**config.mk**
```make
export PLATFORM = sky130hd
export DESIGN_NAME = pipeline_mem
export DESIGN_NICKNAME = d
export VERILOG_FILES = /design/src/rtl/pipeline_mem.sv
export SDC_FILE = /design/constraint.sdc
export NUM_CORES = 1
export LEC_CHECK = 0
export BUFFER_PORTS_ARGS = -buffer_cell sky130_fd_sc_hd__buf_2
export CAP_MARGIN = 0
export CORE_UTILIZATION = 25
export CTS_CLUSTER_SIZE = 12
export DETAILED_ROUTE_END_ITERATION = 6
export SYNTH_ARGS = -nofsm -noshare
export SYNTH_HDL_FRONTEND = slang
export SYNTH_SLANG_ARGS = --single-unit
```
**constraint.sdc**
```tcl
create_clock -name clk -period 9.35 [get_ports clk]
set_input_delay 0.935 -clock clk [delete_from_list [all_inputs] [get_ports clk]]
set_output_delay 0.935 -clock clk [all_outputs]
set_load 0.02 [all_outputs]
```
**src/rtl/pipeline_mem.sv**
```systemverilog
// Memory stage of a 5-stage pipeline: M register, data-memory handshake with timeout,
// and the WB register. Misaligned ops and timed-out requests retire as bubbles.
module pipeline_mem #(
  parameter int TIMEOUT = 16
) (
  input  logic        clk,
  input  logic        reset,
  input  logic        ex_valid,
  input  logic        flush,
  input  logic [31:0] aluout,
  input  logic [31:0] memwritedata,
  input  logic        memread,
  input  logic        memwrite,
  input  logic        regwrite,
  input  logic        memtoreg,
  input  logic [4:0]  writereg,
  output logic        stall,
  output logic        dmem_req,
  output logic        dmem_we,
  output logic [31:0] dmem_addr,
  output logic [31:0] dmem_wdata,
  input  logic [31:0] dmem_rdata,
  input  logic        dmem_ack,
  output logic        wb_valid,
  output logic        wb_regwrite,
  output logic [4:0]  wb_writereg,
  output logic [31:0] wb_result,
  output logic        misalign,
  output logic        memfault
);

  localparam int DATA_W = 32;
  localparam logic [0:0] S_IDLE   = 1'b0;
  localparam logic [0:0] S_ACCESS = 1'b1;
  localparam logic [7:0] CNT_LAST = 8'(TIMEOUT - 1);

  logic [0:0]        r_state;
  logic [7:0]        r_cnt;
  logic              r_memfault;

  logic              r_vld_p1;
  logic [DATA_W-1:0] r_addr_p1;
  logic [DATA_W-1:0] r_wdata_p1;
  logic              r_memread_p1;
  logic              r_memwrite_p1;
  logic              r_regwrite_p1;
  logic              r_memtoreg_p1;
  logic [4:0]        r_wreg_p1;

  logic              r_vld_p2;
  logic              r_regwrite_p2;
  logic [4:0]        r_wreg_p2;
  logic [DATA_W-1:0] r_result_p2;

  logic w_access;
  logic w_ack;
  logic w_timeout_hit;
  logic w_stall;
  logic w_cap_access;
  logic w_m_misalign;

  // Ack outside ACCESS is ignored; ack wins over a simultaneous timeout.
  assign w_access      = (r_state == S_ACCESS);
  assign w_ack         = w_access & dmem_ack;
  assign w_timeout_hit = w_access & (r_cnt == CNT_LAST) & ~dmem_ack;
  assign w_stall       = w_access & ~w_ack & ~w_timeout_hit;
  assign w_cap_access  = ex_valid & ~flush & (memread | memwrite) & (aluout[1:0] == 2'b00);
  assign w_m_misalign  = r_vld_p1 & (r_memread_p1 | r_memwrite_p1) & (r_addr_p1[1:0] != 2'b00);

  always_ff @(posedge clk or posedge reset) begin
    if (reset) begin
      r_state <= S_IDLE;
      r_cnt   <= 8'd0;
    end else if (!w_stall) begin
      r_state <= w_cap_access ? S_ACCESS : S_IDLE;
      r_cnt   <= 8'd0;
    end else begin
      r_cnt   <= r_cnt + 8'd1;
    end
  end

  // EX -> M boundary
  always_ff @(posedge clk or posedge reset) begin
    if (reset) begin
      r_vld_p1      <= 1'b0;
      r_addr_p1     <= '0;
      r_wdata_p1    <= '0;
      r_memread_p1  <= 1'b0;
      r_memwrite_p1 <= 1'b0;
      r_regwrite_p1 <= 1'b0;
      r_memtoreg_p1 <= 1'b0;
      r_wreg_p1     <= 5'd0;
    end else if (!w_stall) begin
      r_vld_p1      <= ex_valid & ~flush;
      r_addr_p1     <= aluout;
      r_wdata_p1    <= memwritedata;
      r_memread_p1  <= memread;
      r_memwrite_p1 <= memwrite;
      r_regwrite_p1 <= regwrite;
      r_memtoreg_p1 <= memtoreg;
      r_wreg_p1     <= writereg;
    end
  end

  // M -> WB boundary
  always_ff @(posedge clk or posedge reset) begin
    if (reset) begin
      r_vld_p2      <= 1'b0;
      r_regwrite_p2 <= 1'b0;
      r_wreg_p2     <= 5'd0;
      r_result_p2   <= '0;
      r_memfault    <= 1'b0;
    end else begin
      r_memfault <= w_timeout_hit;
      if (w_stall) begin
        r_vld_p2 <= 1'b0;
      end else begin
        r_vld_p2      <= r_vld_p1 & ~w_m_misalign & ~w_timeout_hit;
        r_regwrite_p2 <= r_regwrite_p1 & (r_wreg_p1 != 5'd0);
        r_wreg_p2     <= r_wreg_p1;
        r_result_p2   <= r_memtoreg_p1 ? dmem_rdata : r_addr_p1;
      end
    end
  end

  assign stall       = w_stall;
  assign dmem_req    = w_access;
  assign dmem_we     = r_memwrite_p1;
  assign dmem_addr   = r_addr_p1;
  assign dmem_wdata  = r_wdata_p1;
  assign misalign    = w_m_misalign;
  assign memfault    = r_memfault;
  assign wb_valid    = r_vld_p2;
  assign wb_regwrite = r_vld_p2 & r_regwrite_p2;
  assign wb_writereg = r_wreg_p2;
  assign wb_result   = r_result_p2;

endmodule

```
==> reports/results.ini <==
[timing]
period_needed_ns = 3.96
tns_ns = 0
fmax_ghz = 0.253
final.period_utilization_pct = 42.3
hold_viol_final = 0
finalClockSkew_ns = 0.00693
slew_headroom_pct = 34.3
finalSetupViolCount = 0
slew_violations = 0
worstMarginPinSlew_ns = 0.986
holdWs_ns = 0.499
rsz0062_at_grt = false

[pwr]
internal_power_w = 0.00111
power_switching_w = 0.000384
peakVddDrop_mv = 0.108
switching_share_pct = 25.6
pwr-share-clk_pct = 47.5
seqPwrFrac_pct = 39.7
p_comb_share_pct = 12.8
power_density_nw_per_um2 = 208
leakage_nw = 3.42

[finish]
most-common-layout-cells = 217 x buf_2, 123 x dfrtp_1, 105 x mux2_2
fin_cells = 832
areaGrowthSynthToFinish_pct = 37.5
layout.nets = 660
drive_above_1_share_pct = 71.0
fin_area_sq_um = 7200
final_util_pct = 35.4
n_fill_cell = 1994
final_common_cell = buf_2
diodes = 0

[worst_setup_path]
slowest_delay_ns = 0.89
arrival_ns = 3.02
cp.required_ns = 8.42
critical_path.max_fanout = 73
start_kind = register
cp_slowest_cell = a41o_4
path_delay_family = compound AO/OA/AOI/OAI gates
end_kind = primary output
worstPathCellList = nor4_4 > a41o_4 > inv_4 > buf_2
crit_type = reg2out
path_buf_inv = 2

[floorplanning]
rows = 52
core_area_sq_um = 20400
pin_count = 218
die_h_um = 147
die_w_um = 147
die-area_sq_um = 21500
initial_utilization_pct = 25.7

[clock_tree]
cts_tree = done
htreeDepth = 4
postCtsSetupRepairBufs = 0
clkTransAtPathRegs_ns = 0.06
holdBufCountCts = 0
cts_sinks = 123
clockBufferDepth = 2
cts_resized = 0
cts_inserted_buffers = 17
clkLatencyLatePin_ns = 0.40
cts_root_buf = clkbuf_16

[global_routing]
grt_pass1_wl_mm = 20.3
groute.usage.overall_pct = 12.0
grt_pass1_vias = 3856
grt_max_degree = 74
antenna_found_initial = 1
grt_overflow_total = 0

[detailed_routing]
firstDrtPassIters = 4
ant_nets = 0
drc = 0
vias = 3468
routed_wirelength_mm = 12.4
viasPerCell = 4.17
drt-wirelength-per-cell_um = 14.8
drtIter0Drc = 89

[logic_synthesis]
synth.largest_area_cell = dfrtp_1
yosysSeqAreaShare_pct = 58.7
syn-cell-area_sq_um = 5240
synth_top_area_share_pct = 58.7
synth_seq_cells = 123
syn_area_per_cell_sq_um = 16.0
syn_inst = 328
yosysWarnings = 0
synth_cell_type_count = 29
synth_area_leaders = dfrtp_1 59%, mux2_2 23%, mux2_4 11%
synth_nets = 439

[placement]
dpl_cell_area_sq_um = 6570
place_hpwl_mm = 8.71
port_buffers = 217
routabilityCongestion = 0.784
dp.cells = 800

[worst_hold_path]
hold_path_class = reg2reg

[outcome]
status = finished, final reports clean

[job]
cap_violations = 0

==> metrics by stage <==
| stage | power, W | setup WS [ns] |
|---|---|---|
| 4_1_cts | 0.00153 | 5.24 |
| 6_report | 0.00150 | 5.39 |
| 3_5_place_dp | 0.000800 | 5.32 |
| 2_1_floorplan | 0.000722 | 5.14 |
| 5_1_grt | 0.00157 | 5.09 |
| 3_3_place_gp | 0.000795 | 5.43 |
==> synthesized netlist by cell type <==
master / number
a21oi_1: 4
a221o_1: 1
a31oi_1: 1
a41o_1: 1
and2_1: 2
buf_4: 7
buf_6: 5
clkbuf_1: 5
dfrtp_1: 123
ha_1: 1
inv_1: 4
inv_4: 1
mux2_2: 105
mux2_4: 38
mux2i_1: 1
nand2_1: 4
nand2b_1: 2
nand3_1: 2
nand4_1: 2
nor2_1: 4
nor2b_1: 1
nor3b_1: 1
nor4_4: 1
o211ai_1: 1
o21ai_0: 4
o221a_2: 1
or3_1: 4
or4_1: 1
xnor2_1: 1
==> worst register-to-register path, cell delays in order (launching register included) <==
cell     delay [ns]
dfrtp_1        0.45
nor4_4         0.40
a41o_4         0.89
inv_4          0.55
mux2_4         0.47
==> path summary, 6_finish.rpt <==
path | cells past startpoint | slack [ns] | end | from
max | 4 | 5.39 | stall | r_cnt[4]
min | 1 | 0.50 | wb_result[19] | wb_result[19]
max reg2reg | 4 | 6.48 | dmem_addr[2] | r_cnt[4]
min reg2reg | 1 | 0.50 | wb_result[19] | wb_result[19]
max in group asynchronous | 3 | 7.40 | dmem_addr[2] | reset
min in group asynchronous | 2 | 0.65 | dmem_wdata[17] | reset
==> power groups by stage <==
stage | Sequential, W | Combinational, W | Clock, W
finish | 0.000594 | 0.000192 | 0.000711
global route | 0.000600 | 0.000207 | 0.000760
CTS | 0.000594 | 0.000196 | 0.000735
detailed placement | 0.000603 | 0.000196 | 0
global placement | 0.000602 | 0.000193 | 0
floorplan | 0.000644 | 0.0000777 | 0
==> routing by layer <==
| metal | up-vias | part of all wire, % | wire, um | global-route usage [%] |
|---|---|---|---|---|
| met3 | 9 | 6.8 | 844 | 3.70 |
| met4 | 0 | 1.2 | 143 | 4.48 |
| met5 | - | 0 | 0 | 0 |
| met1 | 1707 | 44 | 5430 | 15.5 |
| li1 | 1622 | - | - | - |
| met2 | 130 | 48 | 5940 | 18.7 |
==> cells by family after synthesis <==
| group | after synthesis | synth area share [%] |
|---|---|---|
| XOR/XNOR | 1 | 0.167 |
| flip-flops | 123 | 58.7 |
| buffers and inverters | 22 | 2.84 |
| AND/OR/NAND/NOR | 24 | 2.77 |
| multiplexers | 144 | 33.6 |
| adder cells (fa/ha/maj) | 1 | 0.239 |
| AO/OA/AOI/OAI | 13 | 1.62 |
==> state kept, by name, indices dropped and copies added, names as in the netlist <==
register	count
dmem_addr	32
dmem_wdata	32
wb_result	32
r_cnt	8
r_wreg_p1	5
wb_writereg	5
dmem_req	1
dmem_we	1
memfault	1
r_memread_p1	1
r_memtoreg_p1	1
r_regwrite_p1	1
r_regwrite_p2	1
r_vld_p1	1
wb_valid	1
==> layout make-up <==
class                           instances  area [sq um]  area share, %
Timing Repair Buffer                  219          1100           15.3
Clock buffer                           17           425           5.90
Tap cell                              270           338           4.69
Multi-Input combinational cell        183          2030           28.1
Clock inverter                         15           213           2.95
Sequential cell                       123          3080           42.7
Inverter                                5          23.8          0.330
Note: power is estimated with default switching activity, not from simulation.
